[src/rtl/right_shifter_seq.sv]
`default_nettype none
// ============================================================================
//  Module      : right_shifter_seq
//  Description : Multi-cycle right shifter (logical or arithmetic), one bit
//                position per clock, valid/ready handshake on both sides.
//  Revision    : 1.0 - initial release
// ============================================================================
module right_shifter_seq #(
  parameter int WIDTH = 64,
  parameter int SHW   = 6
) (
  input  logic             clk,
  input  logic             rst,
  input  logic             in_valid,
  output logic             in_ready,
  input  logic [WIDTH-1:0] in_data,
  input  logic [SHW-1:0]   in_shamt,
  input  logic             in_arith,
  output logic             out_valid,
  input  logic             out_ready,
  output logic [WIDTH-1:0] out_data
);

  typedef enum logic [1:0] {
    IDLE  = 2'd0,
    SHIFT = 2'd1,
    DONE  = 2'd2
  } state_t;

  localparam logic [SHW-1:0] C_ONE  = {{(SHW-1){1'b0}}, 1'b1};
  localparam logic [SHW-1:0] C_ZERO = '0;

  state_t           state_q,     state_d;
  logic [WIDTH-1:0] shreg_q,     shreg_d;
  logic [SHW-1:0]   count_q,     count_d;
  logic             arith_q,     arith_d;
  logic             in_ready_q,  in_ready_d;
  logic             out_valid_q, out_valid_d;
  logic             fill;

  // Bit shifted in at the top: sign copy for arithmetic, zero for logical.
  assign fill = arith_q & shreg_q[WIDTH-1];

  // Next-state logic; handshake outputs are computed one cycle early so they
  // come straight from flops and always match the state register.
  always_comb begin
    state_d     = state_q;
    shreg_d     = shreg_q;
    count_d     = count_q;
    arith_d     = arith_q;
    in_ready_d  = in_ready_q;
    out_valid_d = out_valid_q;
    case (state_q)
      IDLE: begin
        if (in_valid) begin
          shreg_d    = in_data;
          count_d    = in_shamt;
          arith_d    = in_arith;
          in_ready_d = 1'b0;
          if (in_shamt == C_ZERO) begin
            state_d     = DONE;
            out_valid_d = 1'b1;
          end else begin
            state_d = SHIFT;
          end
        end
      end
      SHIFT: begin
        shreg_d = {fill, shreg_q[WIDTH-1:1]};
        count_d = count_q - C_ONE;
        if (count_q == C_ONE) begin
          state_d     = DONE;
          out_valid_d = 1'b1;
        end
      end
      DONE: begin
        // Result held until the consumer takes it; the completing edge
        // never accepts a new operand.
        if (out_ready) begin
          state_d     = IDLE;
          out_valid_d = 1'b0;
          in_ready_d  = 1'b1;
        end
      end
      default: begin
        state_d     = IDLE;
        in_ready_d  = 1'b1;
        out_valid_d = 1'b0;
      end
    endcase
  end

  // State and datapath registers; reset aborts any operation in flight.
  always_ff @(posedge clk) begin
    if (rst) begin
      state_q     <= IDLE;
      shreg_q     <= '0;
      count_q     <= '0;
      arith_q     <= 1'b0;
      in_ready_q  <= 1'b1;
      out_valid_q <= 1'b0;
    end else begin
      state_q     <= state_d;
      shreg_q     <= shreg_d;
      count_q     <= count_d;
      arith_q     <= arith_d;
      in_ready_q  <= in_ready_d;
      out_valid_q <= out_valid_d;
    end
  end

  assign in_ready  = in_ready_q;
  assign out_valid = out_valid_q;
  assign out_data  = shreg_q;

endmodule
`default_nettype wire

[config.mk]
export PLATFORM = sky130hd
export DESIGN_NAME = right_shifter_seq
export DESIGN_NICKNAME = d
export VERILOG_FILES = /design/src/rtl/right_shifter_seq.sv
export SDC_FILE = /design/constraint.sdc
export NUM_CORES = 1
export LEC_CHECK = 0
export ABC_CLOCK_PERIOD_IN_PS = 2100
export BUFFER_PORTS_ARGS = -buffer_cell sky130_fd_sc_hd__buf_2
export CORE_MARGIN = 2
export CORE_UTILIZATION = 53
export DETAILED_ROUTE_END_ITERATION = 16
export GPL_ROUTABILITY_DRIVEN = 1
export PLACE_DENSITY = 0.93
export SYNTH_ARGS = -nofsm -noshare
export SYNTH_HDL_FRONTEND = slang
export SYNTH_SLANG_ARGS = --single-unit
export TNS_END_PERCENT = 1
[constraint.sdc]
create_clock -name clk -period 2.1 [get_ports clk]
set_input_delay 0.105 -clock clk [delete_from_list [all_inputs] [get_ports clk]]
set_output_delay 0.105 -clock clk [all_outputs]
set_load 0.05 [all_outputs]
==> impl_metrics.yaml, run 1 <==
finish:
  area_delta_synth_final_pct: 25.3
  fin_nets: 628
  regArea_mm2: 0.00150
  final_core_util_pct: 69.0
  multi_input_area_mm2: 0.00199
  num-fill-cells: 531
  antenna_cells: 0
  drive_gt1_share_pct: 39.4
setup_path:
  cp_max_fo: 72
  cp_top_family: "flip-flops"
  worstSetupPathType: "reg2reg"
  startpoint_type: "flop"
  path_buf_inv: 1
  slowest_stage: "dfxtp_1"
  arrival_ps: 2080
  cp.required_ps: 2330
  max_stage_delay_ps: 710
  worstSetupEndpointType: "flop"
  cp_cell_sequence: "o21ba_4 > buf_12 > nor2_1 > a311oi_1"
  regToRegSetupSlack_ps: 260
floorplanning:
  start_util_pct: 55.0
  io_pins: 141
  dieHeight_um: 88.2
  fp.dieW_um: 88.2
  num_rows: 30
  die_area_mm2: 0.00778
  core_area_mm2: 0.00683
logic_synthesis:
  synth_top_flop_cell: "dfxtp_1"
  syn_inst: 432
  seq_area_frac_synth_pct: 39.9
  ys_types: 38
  avgSynthCellArea_um2: 8.70
  synth-seq-cells: 75
  async_flop_share_pct: 0
  synth.cell_area_mm2: 0.00376
  synth_edf_count: 0
  syn_nets: 509
  yosysWarnings: 0
sta:
  finalCritPeriodShare_pct: 87.8
  period_needed_ps: 1840
  finalHoldViolations: 0
  setup_viol: 0
  fmax_mhz: 542
  slew_headroom_pct: 59.6
  fin_worst_skew_ps: 10.6
  worstMarginPinSlew_ps: 605
  rsz0062_at_grt: "false"
  drv_slew: 0
  setup_ws_ps: 256
  fin_tns_setup_ps: 0
  whs_ps: 24.2
cts:
  htree_levels: 3
  cts_inserted_buffers: 9
  clkSlewWorstSetupHoldPaths_ps: 80
  cts_sinks: 75
  clockBufferDepth: 2
  clock-root-buffer: "clkbuf_8"
  cts_setup_buffers: 0
  cts_resized: 0
  cts_tree: "yes"
  clkLatencyLatePin_ps: 340
  holdBufCountCts: 0
routing:
  antenna_left: 0
  dr_total_vias: 3689
  drt-total-wl_mm: 9.66
  firstDrtPassIters: 4
  drc: 0
  drt_iter0_markers: 151
  viasPerCell: 5.66
  avgRoutedWirePerCell_um: 14.8
pwr:
  combPwrFrac_pct: 33.8
  switchingPower_mw: 1.81
  p_int_mw: 2.87
  fin_total_pwr_mw: 4.67
  p_seq_share_pct: 37.8
  switching_share_pct: 38.7
  ir_drop_v: 0.000433
  p_leak_nw: 2.07
  powerDensity_mw_per_mm2: 991
  clock_power_share_pct: 28.4
grt:
  grt_pass1_vias: 3386
  antenna_found_initial: 0
  grtUsageTotal_pct: 24.4
  grt_overflow_total: 0
  grt_pass1_wl_mm: 15.2
  grt_max_degree: 73
outcome:
  status: "finished clean"
placement:
  io_buffers: 140
  gp_congestion: 0.842
  dp.final_hpwl_mm: 6.64
  preCtsSetupSlack_ps: 303
flow_run:
  drv_cap: 0
hold_path:
  hold_path_class: "in2reg"
flip-flops by register name, summed over array words and instances (netlist names):
| signal | count |
|---|---|
| arith_q | 1 |
| in_ready | 1 |
| count_q | 6 |
| out_valid | 1 |
| state_q | 2 |
| out_data | 64 |
routing by layer:
layer | GRT usage (%) | share of wire [%] | routed length (um)
met1 | 29.5 | 41 | 3970
met2 | 41.6 | 51 | 4910
met3 | 4.29 | 5.8 | 565
met4 | 12.1 | 2.3 | 218
met5 | 0 | 0 | 0
stage by stage:
step / std cells / instance area [um^2]
floorplan: 432 / 3760
global placement: 636 / 4470
detailed placement: 636 / 4470
CTS: 652 / 4710
global route: 652 / 4710
finish: 652 / 4710
synthesized netlist by cell type, drive strengths merged, types with 2 or more instances:
library cell	n	area, um^2
a211oi	6	45.0
a21oi	7	35.0
a311oi	64	873
buf	32	220
clkbuf	8	30.0
dfxtp	75	1500
ha	2	25.0
inv	4	15.0
nand2	129	484
nand2b	2	15.0
nand3	4	20.0
nor2	68	255
nor2b	3	18.8
nor3	3	15.0
nor3b	2	15.0
nor4b	3	26.3
o21ai	4	20.0
tightest hold or removal path: stages:
cell	delay, ps
buf_2	80
mux2i_1	60
nor2_1	80
final timing paths:
kind	endpoint	cells past startpoint	start
setup / recovery	out_data[16]	4	state_q[0]
hold / removal	arith_q	3	in_arith
setup reg to reg	out_data[16]	4	state_q[0]
hold reg to reg	out_data[17]	2	out_data[18]
cell usage in the layout, fill, tap and decap left out, drive strengths merged, types with 2 or more instances in the layout:
cell      instances
a211oi            6
a21oi             7
a311oi           64
buf             148
bufinv            3
clkbuf           10
clkinvlp          2
dfxtp            75
ha                2
inv               4
nand2           129
nand2b            2
nand3             4
nor2             68
nor2b             3
nor3              3
nor3b             2
nor4b             3
o21ai             4
layout make-up:
class	instances	share of cell area, %
Clock inverter	6	2.42
Timing Repair Buffer	148	17.8
Multi-Input combinational cell	313	42.3
Clock buffer	10	2.71
Sequential cell	75	31.9
Tap cell	96	2.55
Inverter	4	0.319
kinds of logic after synthesis:
family | after synthesis | synth area share, %
simple gates | 219 | 23.6
flops | 75 | 39.9
buf+inv | 44 | 7.05
mux | 2 | 0.566
fa+ha+maj | 2 | 0.665
compound gates | 90 | 28.2
power by group through the flow:
stage | sequential (mW) | clock, mW | combinational (mW)
6_report | 1.77 | 1.33 | 1.58
5_1_grt | 1.79 | 1.42 | 1.68
4_1_cts | 1.76 | 1.36 | 1.58
3_5_place_dp | 1.79 | 0 | 1.57
3_3_place_gp | 1.78 | 0 | 1.54
2_1_floorplan | 2.31 | 0 | 0.705
Power figures use the tool's default switching activity.
==> run 2: changes to the inputs <==
CORE_MARGIN = unset   (was 2)
CORE_UTILIZATION = 25   (was 53)
PLACE_DENSITY = 0.54   (was 0.93)
==> run 2 against run 1 <==
Count of clock-buffer cells in the layout unchanged. Worst setup slack better by 250 ps. Sequential cell count unchanged. Final cell count up 14%. Clock skew down 4.1 ps. Power up 7.1%. Sequential share of layout area down 1.2 points. Maximum frequency up 15%. Largest cell class unchanged.
==> impl_metrics.yaml, run 2 (synthesized netlist as in run 1, its figures left out) <==
outcome:
  status: "finished clean"
finish:
  drive_gt1_share_pct: 39.5
  final_cell_mix: "buf_2, nand2_1, dfxtp_1"
  area_delta_synth_final_pct: 30.3
  design_area_mm2: 0.00490
  final_common_cell: "buf_2"
  num-fill-cells: 1530
  final_core_util_pct: 33.6
  fin_nets: 630
  antenna_cells: 0
  largest_reg_flops: 64
cts:
  cts_tree: "yes"
  clkLatencyLatePin_ps: 340
  clkSlewWorstSetupHoldPaths_ps: 60
  cts_sinks: 75
  htree_levels: 3
  clock-root-buffer: "clkbuf_16"
  cts_inserted_buffers: 9
  clockBufferDepth: 2
pwr:
  fin_total_pwr_mw: 5.00
  clock_power_share_pct: 33.1
  ir_drop_v: 0.000356
  p_leak_nw: 2.11
  powerDensity_mw_per_mm2: 1020
  combPwrFrac_pct: 31.7
  p_int_mw: 3.14
  switchingPower_mw: 1.86
  switching_share_pct: 37.3
  p_seq_share_pct: 35.2
sta:
  finalCritPeriodShare_pct: 76.1
  rsz0062_at_grt: "false"
  whs_ps: 37.1
  worstMarginPinSlew_ps: 567
  fin_worst_skew_ps: 6.50
  finalHoldViolations: 0
  fin_tns_setup_ps: 0
  drv_slew: 0
  fmax_mhz: 626
  setup_viol: 0
  period_needed_ps: 1600
  slew_headroom_pct: 61.7
grt:
  grt_util_met3_pct: 3.82
  busiest_layer: "met2"
  grt_max_degree: 69
  grt_pass1_wl_mm: 17.1
  grt_use_met1_pct: 17.1
  grt_pass1_vias: 3390
  grtUsageTotal_pct: 13.7
  antenna_found_initial: 0
  grt_overflow_total: 0
  met2_usage_pct: 22.7
routing:
  dr_total_vias: 3542
  avgRoutedWirePerCell_um: 14.1
  viasPerCell: 4.78
  drt-total-wl_mm: 10.4
  firstDrtPassIters: 4
  antenna_left: 0
  drc: 0
  drt_iter0_markers: 171
floorplanning:
  dieHeight_um: 125
  io_pins: 141
  start_util_pct: 25.8
  core_area_mm2: 0.0146
  num_rows: 44
  fp.dieW_um: 125
  die_area_mm2: 0.0155
placement:
  gp_congestion: 0.752
  place_area_mm2: 0.00457
  dp.final_hpwl_mm: 7.18
  io_buffers: 140
hold_path:
  hold_path_class: "in2reg"
setup_path:
  worstSetupEndpointType: "flop"
  cp_max_fo: 68
  cp.required_ps: 2340
  startpoint_type: "flop"
  worstSetupPathType: "reg2reg"
  arrival_ps: 1840
flow_run:
  drv_cap: 0
## run 2: worst paths after layout
path	startpoint	end	slack, ps	cells past startpoint
max reg2reg	state_q[0]	out_data[55]	500	4
max	state_q[0]	out_data[55]	500	4
min	in_data[17]	out_data[17]	40	3
min reg2reg	out_data[16]	out_data[15]	490	2
## run 2: metal layers
layer	vias to the layer above	wire [um]
li1	1769	-
met1	1676	4730
met2	86	5040
met3	11	508
met4	0	130
met5	-	0
## run 2: metrics by stage
stage | setup WS (ps) | cells
floorplan | 820 | 432
global placement | 550 | 725
detailed placement | 521 | 725
CTS | 504 | 741
global route | 354 | 741
finish | 502 | 741
## run 2: cell type report
cell class                 instances  area, um^2  share of cell area, %
timing repair buffer             150         843                   17.2
clock inverter                     5        77.6                   1.58
inverter                           4        15.0                  0.306
clock buffer                      10         239                   4.88
multi-input combinational        313        1990                   40.7
sequential                        75        1500                   30.6
tap                              184         230                   4.70
## run 2: power groups by stage
stage	clock network [mW]	registers [mW]	logic, mW
final	1.66	1.76	1.59
after global routing	1.77	1.79	1.70
after CTS	1.72	1.76	1.61
after detailed placement	0	1.79	1.60
after global placement	0	1.78	1.58
after floorplan	0	2.31	0.705
## run 2: what timing repair did
item	CTS	global route
hold buffers	1	0
setup endpoints to repair	0	0
resized for setup	0	0
endpoints found under the hold margin	1	0
buffers inserted	0	0
## run 2: worst max-delay path, cell delays in order, from the launching register on
cell      delay (ps)
dfxtp_1          500
o21ba_4          290
buf_12           310
nor2_1            90
a311oi_2         250
==> run 3: changes to the inputs <==
ABC_AREA = 1   (was unset)
ABC_CLOCK_PERIOD_IN_PS = 1700   (was 2100)
PLACE_DENSITY = 0.55   (was 0.54)
clock period = 1.7 ns   (was 2.1 ns; I/O delays follow)
==> run 3 against run 2 <==
Sequential share of layout area increased by 1.8 points. Sequential cell count unchanged. Cell area decreased by 5.6%. First-iteration DRC count increased by 53%. Clock power increased by 15%. Power increased by 40%. Die area decreased by 9.8%. Global-route usage increased by 0.59 points. Critical endpoint is now out_valid. Largest power group is now combinational cells.
==> impl_metrics.yaml, run 3 <==
setup_path:
  slowest_stage: "buf_4"
  worstSetupPathType: "reg2reg"
  cp_max_fo: 51
  critPathMostFrequentCell: "nand2_1"
  cp_cell_sequence: "inv_2 > nor2_4 > buf_4 > nand2_1 > nand3_1 > nand2_1 > a21oi_1"
  worstSetupEndpointType: "flop"
  r2r_cells: 7
  startpoint_type: "flop"
  path_buf_inv: 2
  regToRegSetupSlack_ps: 190
  arrival_ps: 1770
  cp.required_ps: 1960
  max_stage_delay_ps: 480
  timing.rr.start: "state_q[0]"
  cp_top_family: "buffers and inverters"
  timing.rr.end: "out_valid"
floorplanning:
  num_rows: 42
  die_area_mm2: 0.0140
  io_pins: 141
  core_area_mm2: 0.0132
  fp.dieW_um: 118
  start_util_pct: 25.6
  dieHeight_um: 118
finish:
  largest_reg_flops: 64
  area_delta_synth_final_pct: 36.6
  stdcell_count: 792
  fin_nets: 688
  final_common_cell: "buf_2"
  design_area_mm2: 0.00463
  drive_gt1_share_pct: 28.2
  final_cell_mix: "buf_2, nand2_1, dfxtp_1"
  antenna_cells: 0
logic_synthesis:
  yosys-top-cells-area: "dfxtp_1, nand2_1, o21ai_0"
  synth_edf_count: 0
  syn_inst: 477
  ys_top_cells_by_count: "nand2_1, dfxtp_1, o21ai_0, a31oi_1, o21ai_1"
  seq_area_frac_synth_pct: 44.3
  ys_types: 23
  synth.most_common_cell: "nand2_1"
  yosysWarnings: 0
  syn_nets: 554
  synth-seq-cells: 75
  synth_top_flop_cell: "dfxtp_1"
  synth_top_area_share_pct: 44.3
  avgSynthCellArea_um2: 7.10
  synth.cell_area_mm2: 0.00339
  async_flop_share_pct: 0
  synth_top_area_cell: "dfxtp_1"
sta:
  finalHoldViolations: 0
  drv_slew: 0
  period_needed_ps: 1510
  rsz0062_at_grt: "false"
  fmax_mhz: 663
  finalCritPeriodShare_pct: 88.7
  fin_worst_skew_ps: 5.68
  slew_headroom_pct: 63.2
  setup_viol: 0
  worstMarginPinSlew_ps: 552
  whs_ps: 15.0
  fin_tns_setup_ps: 0
cts:
  cts_sinks: 75
  clkLatencyLatePin_ps: 340
  cts_tree: "yes"
  htree_levels: 3
  clockBufferDepth: 2
  clock-root-buffer: "clkbuf_16"
  cts_setup_buffers: 0
  cts_inserted_buffers: 9
  clkSlewWorstSetupHoldPaths_ps: 60
pwr:
  ir_drop_v: 0.000533
  powerDensity_mw_per_mm2: 1520
  p_seq_share_pct: 33.5
  switching_share_pct: 43.1
  clock_power_share_pct: 27.1
  p_leak_nw: 2.15
  combPwrFrac_pct: 39.3
  switchingPower_mw: 3.02
  p_int_mw: 4.00
placement:
  gp_congestion: 0.803
  placed_cells: 768
  io_buffers: 140
  place_area_mm2: 0.00425
  dp.final_hpwl_mm: 6.78
grt:
  grt_pass1_vias: 3265
  grtUsageTotal_pct: 14.3
  grt_overflow_total: 0
  antenna_found_initial: 0
  grt_max_degree: 63
  grt_pass1_wl_mm: 16.0
hold_path:
  hold_start: "in_data[0]"
  holdPathEnd: "out_data[0]"
  hold_depth: 3
  hold_path_class: "in2reg"
flow_run:
  drv_cap: 0
routing:
  avgRoutedWirePerCell_um: 12.4
  drc: 0
  antenna_left: 0
  drt_iter0_markers: 261
  firstDrtPassIters: 4
  dr_total_vias: 3625
  viasPerCell: 4.58
  drt-total-wl_mm: 9.84
outcome:
  status: "finished clean"
## run 3: changes by cell type in the layout (fill, tap and decap cells not counted), moves of 4 or more
cell and delta:
nor2_1 -55, a311oi_2 -50, o21ai_0 +50, a31oi_1 +40, o21ai_1 +39, inv_1 +28
a21oi_1 +27, a311oi_1 -14, nand3_1 +9, dlygate4sd3_1 +7, a211oi_1 -6, inv_2 +4
## run 3: area by class of cell
| type | count | area (um^2) |
|---|---|---|
| clock buffer | 11 | 243 |
| clock inverter | 5 | 52.6 |
| fill | 1452 | 8610 |
| inverter | 36 | 135 |
| multi-input combinational | 329 | 1560 |
| sequential | 75 | 1500 |
| tap | 176 | 220 |
| timing repair buffer | 160 | 921 |
## run 3: per-layer routing
metal / wire length (um) / vias up / global-route usage, %
met3: 742 / 11 / 3.86
met4: 163 / 0 / 6.25
met2: 4230 / 130 / 21.3
met5: 0 / - / 0
li1: - / 1876 / -
met1: 4710 / 1608 / 19.3
## run 3: worst max-delay path by stage
stage	start	endpoint	slack [ps]	cells past startpoint
finish	state_q[0]	out_valid	190	7
global route	state_q[0]	out_valid	30	7
CTS	state_q[0]	out_valid	170	7
detailed placement	state_q[0]	out_valid	190	7
global placement	state_q[0]	out_valid	240	7
floorplan	state_q[1]	out_data[63]	390	8
## run 3: per-stage QoR
| step | total power, mW | setup WS [ps] | util [%] |
|---|---|---|---|
| after floorplan | 4.48 | 392 | - |
| after CTS | 7.13 | 174 | 34.9 |
| after global placement | 5.12 | 241 | 32.1 |
| after detailed placement | 5.15 | 193 | 32.1 |
| after global routing | 7.46 | 27.6 | 34.9 |
| final | 7.02 | 191 | 34.9 |
## run 3: worst register-to-register path, stage by stage, from the launching register on
cell     delay [ps]
dfxtp_1         380
inv_2            80
nor2_4          100
buf_4           480
nand2_1         110
nand3_1         110
nand2_1          50
a21oi_1         120
## run 3: repair_timing
action                    in CTS  in global routing
hold buffers                   8                  0
gates resized for setup        0                  0
hold endpoints to repair       8                  0
## run 3: cells by family (layout without fill, tap and decap cells)
family                   count (synthesis)  in the layout  synth area share [%]
AO/OA/AOI/OAI                          169            169                  26.6
buffers and inverters                   73            212                  9.75
flip-flops                              75             75                  44.3
AND/OR/NAND/NOR                        158            158                  18.6
adder cells (fa/ha/maj)                  2              2                 0.739
## run 3: power groups by stage
stage               logic, mW  clock network (mW)  registers (mW)
floorplan                1.06                   0            3.42
global placement         2.74                   0            2.38
detailed placement       2.76                   0            2.39
CTS                      2.79                1.98            2.36
global route             3.00                2.05            2.40
finish                   2.76                1.91            2.35
